--- src/rtl/draw_scheduler.sv ---
// draw_scheduler: round-robin arbiter that hands the draw engine to one of three
// requesters and holds its command for a fixed draw window.
module draw_scheduler #(
  parameter int DRAW_CYCLES = 2401,
  parameter int CNT_W = 12
) (
  input  logic       CLOCK_50,
  input  logic       reset_n,
  input  logic       pause,
  input  logic [2:0] req,
  input  logic [4:0] cmd0,
  input  logic [4:0] cmd1,
  input  logic [4:0] cmd2,
  output logic [2:0] grant,
  output logic [2:0] done,
  output logic       busy,
  output logic       item,
  output logic       erase,
  output logic [2:0] position
);
  typedef enum logic [1:0] {IDLE, DRAW, SKIP} state_t;
  state_t state;
  logic [1:0] ptr, win, p1, p2, sel;
  logic [CNT_W-1:0] cnt;
  logic [4:0] wcmd;
  logic fin;
  always_comb begin
    p1 = ptr == 2'd2 ? 2'd0 : ptr + 2'd1;
    p2 = p1 == 2'd2 ? 2'd0 : p1 + 2'd1;
    sel = req[ptr] ? ptr : req[p1] ? p1 : p2;
    wcmd = sel == 2'd0 ? cmd0 : sel == 2'd1 ? cmd1 : cmd2;
    fin = state == SKIP || (state == DRAW && cnt == CNT_W'(DRAW_CYCLES - 1));
  end
  // Illegal positions never reach the engine, so its inputs keep the last legal command.
  always_ff @(posedge CLOCK_50) begin
    if (!reset_n) begin
      state <= IDLE;
      ptr <= '0;
      win <= '0;
      cnt <= '0;
      grant <= '0;
      done <= '0;
      busy <= 1'b0;
      {erase, item, position} <= '0;
    end else begin
      grant <= '0;
      done <= '0;
      if (state == IDLE) begin
        if (!pause && |req) begin
          win <= sel;
          grant <= 3'b001 << sel;
          cnt <= '0;
          busy <= 1'b1;
          if (wcmd[2:0] <= 3'd5) begin
            {erase, item, position} <= wcmd;
            state <= DRAW;
          end else
            state <= SKIP;
        end
      end else if (fin) begin
        state <= IDLE;
        busy <= 1'b0;
        done <= 3'b001 << win;
        ptr <= win == 2'd2 ? 2'd0 : win + 2'd1;
      end else
        cnt <= cnt + 1'b1;
    end
  end
endmodule

--- config.mk ---
export PLATFORM = sky130hd
export DESIGN_NAME = draw_scheduler
export DESIGN_NICKNAME = d
export VERILOG_FILES = /design/src/rtl/draw_scheduler.sv
export SDC_FILE = /design/constraint.sdc
export NUM_CORES = 1
export LEC_CHECK = 0
export CORE_MARGIN = 4
export CORE_UTILIZATION = 45
export CTS_CLUSTER_DIAMETER = 100
export DETAILED_ROUTE_END_ITERATION = 10
export MAX_ROUTING_LAYER = met4
export PLACE_DENSITY_LB_ADDON = 0.25
export SYNTH_ARGS = -nofsm -noshare
export SYNTH_HDL_FRONTEND = slang
export SYNTH_SLANG_ARGS = --single-unit
--- constraint.sdc ---
create_clock -name CLOCK_50 -period 4.2 [get_ports CLOCK_50]
set_input_delay 0.63 -clock CLOCK_50 [delete_from_list [all_inputs] [get_ports CLOCK_50]]
set_output_delay 0.63 -clock CLOCK_50 [all_outputs]
set_load 0.01 [all_outputs]
==> impl_results.html <==
<table>
<tr><th>Metric</th><th>Value</th></tr>
<tr><th colspan="2">Clock network</th></tr>
<tr><td>PostCTS Resize Cnt</td><td>0</td></tr>
<tr><td>Clock Root Buffer</td><td>sky130_fd_sc_hd__clkbuf_4</td></tr>
<tr><td>Bufs on Longest Clock Path</td><td>2</td></tr>
<tr><td>Number of sinks handled by clock tree synthesis</td><td>30</td></tr>
<tr><td>Number of hold buffers added after cts</td><td>0</td></tr>
<tr><td>Clock transition at path regs</td><td>0.10 ns</td></tr>
<tr><td>Clock insertion delay at the later pin of the skew report</td><td>0.34 ns</td></tr>
<tr><td>Post-CTS Setup Repair Bufs</td><td>0</td></tr>
<tr><td>H-tree levels</td><td>2</td></tr>
<tr><td>Clock tree from TritonCTS</td><td>done</td></tr>
<tr><td>CTS Buf Count</td><td>5</td></tr>
<tr><th colspan="2">Final layout</th></tr>
<tr><td>Synthesis-to-layout area growth</td><td>28.1%</td></tr>
<tr><td>Final cell area excluding filler cells</td><td>around 1900 sq um</td></tr>
<tr><td>Number of antenna diodes</td><td>0</td></tr>
<tr><td>Fraction of layout instances using a drive strength above 1</td><td>a little under a tenth</td></tr>
<tr><td>Net total in the final layout</td><td>225</td></tr>
<tr><th colspan="2">Die</th></tr>
<tr><td>Die Area</td><td>4200 sq um</td></tr>
<tr><td># IOs</td><td>33</td></tr>
<tr><td>Chip Height</td><td>64.8 um</td></tr>
<tr><td>Die width</td><td>64.8 um</td></tr>
<tr><td>CORE AREA</td><td>3080 sq um</td></tr>
<tr><td>Effective utilization at floorplan</td><td>between 40% and 50%</td></tr>
<tr><td>Cell row count</td><td>20</td></tr>
<tr><th colspan="2">Placement</th></tr>
<tr><td>Port Buffer Count</td><td>32</td></tr>
<tr><td>GP Congestion</td><td>0.823</td></tr>
<tr><td>DP Worst Slack</td><td>1.19 ns</td></tr>
<tr><td>Post-placement cell area</td><td>approximately 1800 sq um</td></tr>
<tr><td>HPWL Detailed</td><td>roughly 2500 um</td></tr>
<tr><th colspan="2">Pwr</th></tr>
<tr><td>Overall power consumption</td><td>between 500 and 600 uW</td></tr>
<tr><td>Static leakage</td><td>slightly above 0.7 nW</td></tr>
<tr><td>Cell area power density</td><td>321 nW/um^2</td></tr>
<tr><td>Worst ir drop on vdd</td><td>0.178 mV</td></tr>
<tr><th colspan="2">STA</th></tr>
<tr><td>Fin. Hold Viols</td><td>0</td></tr>
<tr><td>Smallest setup slack after layout</td><td>between 1.5 and 2 ns</td></tr>
<tr><td>Final worst path period need</td><td>about 2.6 ns</td></tr>
<tr><td>Clk_skew</td><td>around 0.012 ns</td></tr>
<tr><td>Final critical-path share of the clock period</td><td>62.9%</td></tr>
<tr><td>Final sum of negative setup slack</td><td>0 ns</td></tr>
<tr><td>Transition time at the pin with the least slew margin</td><td>0.672 ns</td></tr>
<tr><td>Highest attainable clock frequency</td><td>between 300 and 400 MHz</td></tr>
<tr><td>Post-route worst hold slack</td><td>~0.48 ns</td></tr>
<tr><td>Finish-stage setup viols</td><td>0</td></tr>
<tr><td>Pins over their slew limit</td><td>0</td></tr>
<tr><td>Normalized max-slew margin</td><td>54.8%</td></tr>
<tr><td>Setup repair after global routing missed its margin</td><td>false</td></tr>
<tr><th colspan="2">Worst setup path</th></tr>
<tr><td>Launch point of the worst path</td><td>req[2]</td></tr>
<tr><td>Kind of launch point of the worst setup path</td><td>primary input</td></tr>
<tr><td>Arrival time of data at the critical path endpoint</td><td>around 2.9 ns</td></tr>
<tr><td>Critical path required time</td><td>4.43 ns</td></tr>
<tr><td>Start of the worst register-to-register path</td><td>cnt[9]</td></tr>
<tr><td>Max FO, Critical Path</td><td>10</td></tr>
<tr><td>Critical path class</td><td>in -&gt; reg</td></tr>
<tr><td>Category of the worst setup path capture point</td><td>flop</td></tr>
<tr><th colspan="2">Job</th></tr>
<tr><td>Number of max-capacitance violations reported</td><td>0</td></tr>
<tr><th colspan="2">Synth</th></tr>
<tr><td>Most instantiated flip-flop cell in the synthesis netlist</td><td>sky130_fd_sc_hd__dfxtp_1</td></tr>
<tr><td>Post-synthesis sequential element count</td><td>30</td></tr>
<tr><td>Mean post-synth cell area</td><td>8.60 sq um</td></tr>
<tr><td>Syn Inst Count</td><td>between 150 and 200</td></tr>
<tr><td>Netlist Area Pre-Place</td><td>1450 sq um</td></tr>
<tr><td>EDFF count, synth</td><td>0</td></tr>
<tr><td>Sequential share of the synthesized area</td><td>41.3%</td></tr>
<tr><td>Number of warnings issued by yosys</td><td>0</td></tr>
<tr><td>Netlist cell types</td><td>46</td></tr>
<tr><td>Async set-or-reset flop fraction in the synthesized netlist</td><td>0%</td></tr>
<tr><td>Net count after synthesis</td><td>192</td></tr>
<tr><th colspan="2">Global routing</th></tr>
<tr><td>Overall global routing resource usage</td><td>18.0%</td></tr>
<tr><td>First-pass GRT wire length</td><td>5620 um</td></tr>
<tr><td>Grt total ovfl</td><td>0</td></tr>
<tr><td>Vias in the first global route</td><td>between 1000 and 1500</td></tr>
<tr><td>M2 GR Usage</td><td>29.4%</td></tr>
<tr><td>M1 GR Usage</td><td>about 20%</td></tr>
<tr><td>Most utilized layer in the global route result</td><td>met2</td></tr>
<tr><td>Maximum number of pins on one net before global-route repair</td><td>16</td></tr>
<tr><td>Met3 track utilization from global routing</td><td>between 4 and 5%</td></tr>
<tr><td>Antenna violations before repair</td><td>0</td></tr>
<tr><th colspan="2">Outcome</th></tr>
<tr><td>Result of the run</td><td>completed</td></tr>
<tr><th colspan="2">Routing</th></tr>
<tr><td>Ratio of routed vias to standard cells</td><td>~5.4</td></tr>
<tr><td>Post-Route WL</td><td>3320 um</td></tr>
<tr><td>Routed vias</td><td>1325</td></tr>
<tr><td>Routed Antenna Nets</td><td>0</td></tr>
<tr><td>DR pass1 iterations</td><td>4</td></tr>
<tr><td>Count of unresolved DRC violations after routing</td><td>0</td></tr>
<tr><td>Iteration-0 DRC count of the detailed router</td><td>47</td></tr>
<tr><td>Routed wire per std cell</td><td>13.4 um</td></tr>
<tr><th colspan="2">Worst hold path</th></tr>
<tr><td>Class of the tightest hold or removal check</td><td>reg -&gt; reg</td></tr>
<tr><td>Hold Startpoint</td><td>position[0]</td></tr>
</table>
metal layers:
| metal | up-vias | routed length [um] |
|---|---|---|
| met5 | - | 0 |
| met4 | 0 | 78 |
| met3 | 7 | 136 |
| met2 | 33 | 1520 |
| met1 | 614 | 1580 |
| li1 | 671 | - |
Yosys cell counts, types with 4 or more instances:
| master | n | area share, % |
|---|---|---|
| sky130_fd_sc_hd__o21ai_0 | 7 | 2.4 |
| sky130_fd_sc_hd__nor3_1 | 4 | 1.4 |
| sky130_fd_sc_hd__and3_1 | 5 | 2.2 |
| sky130_fd_sc_hd__inv_1 | 11 | 2.8 |
| sky130_fd_sc_hd__clkbuf_1 | 5 | 1.3 |
| sky130_fd_sc_hd__mux2i_1 | 6 | 4.1 |
| sky130_fd_sc_hd__nor2_1 | 21 | 5.4 |
| sky130_fd_sc_hd__nand3b_1 | 4 | 2.1 |
| sky130_fd_sc_hd__a21oi_1 | 12 | 4.1 |
| sky130_fd_sc_hd__dfxtp_1 | 30 | 41 |
| sky130_fd_sc_hd__nand2_1 | 12 | 3.1 |
metrics by stage:
stage | std cells | utilization, %
2_1_floorplan | 169 | -
3_3_place_gp | 239 | 58.5
3_5_place_dp | 239 | 58.5
4_1_cts | 247 | 60.4
5_1_grt | 247 | 60.4
6_report | 247 | 60.4
sequential cells by signal (all words and copies together), names as in the netlist:
signal / flops
done: 3
cnt: 12
ptr: 2
busy: 1
item: 1
erase: 1
state: 2
grant: 3
win: 2
position: 3
critical path, cell delays in order:
cell and delay [ns]:
sky130_fd_sc_hd__clkdlybuf4s50_1 0.53, sky130_fd_sc_hd__or4bb_1 0.55, sky130_fd_sc_hd__and3_4 0.22, sky130_fd_sc_hd__a311o_1 0.40, sky130_fd_sc_hd__or3_1 0.38, sky130_fd_sc_hd__nor3b_2 0.16
final timing paths:
kind                  to  slack (ns)  cells after the start
min reg2reg  position[0]        0.48                      2
max             state[0]        1.56                      6
min          position[0]        0.48                      2
max reg2reg       cnt[2]        1.97                      5
cells in the final DEF, fill, tap and decap left out, drive strengths merged, types with 2 or more instances in the layout:
cell / Yosys / final
a2111oi: 2 / 2
a211oi: 3 / 3
a21o: 2 / 2
a21oi: 12 / 12
a31oi: 2 / 2
and3: 8 / 8
and4: 2 / 2
clkbuf: 5 / 7
clkdlybuf4s50: 0 / 32
dfxtp: 30 / 30
ha: 2 / 2
inv: 11 / 11
mux2i: 6 / 6
nand2: 12 / 12
nand3b: 4 / 4
nand4: 3 / 3
nor2: 21 / 21
nor3: 4 / 4
nor3b: 3 / 3
o21ai: 7 / 7
o22ai: 2 / 2
or3: 2 / 2
or4: 2 / 2
or4b: 2 / 2
xnor2: 3 / 3
xor2: 3 / 3
cell type report:
type / count / area, sq um
Clock buffer: 7 / 55.1
Fill cell: 288 / 1220
Clock inverter: 1 / 5.00
Inverter: 11 / 41.3
Timing Repair Buffer: 33 / 328
Multi-Input combinational cell: 121 / 776
Sequential cell: 30 / 601
Tap cell: 44 / 55.1
cells by family (layout without fill, tap and decap cells):
group / Yosys count / after routing / synth area share, %
AND/OR/NAND/NOR: 70 / 70 / 27.4
AO/OA/AOI/OAI: 36 / 36 / 15.8
flip-flops: 30 / 30 / 41.3
buffers and inverters: 18 / 52 / 5.25
multiplexers: 7 / 7 / 4.91
XOR/XNOR: 6 / 6 / 3.62
adder cells (fa/ha/maj): 2 / 2 / 1.72
power breakdown:
group	total, mW	internal, mW	switching, mW
combinational	0.106	0.0551	0.0507
clock	0.186	0.0810	0.105
sequential	0.306	0.296	0.00983
No activity file was read; power rests on OpenSTA's default activity.
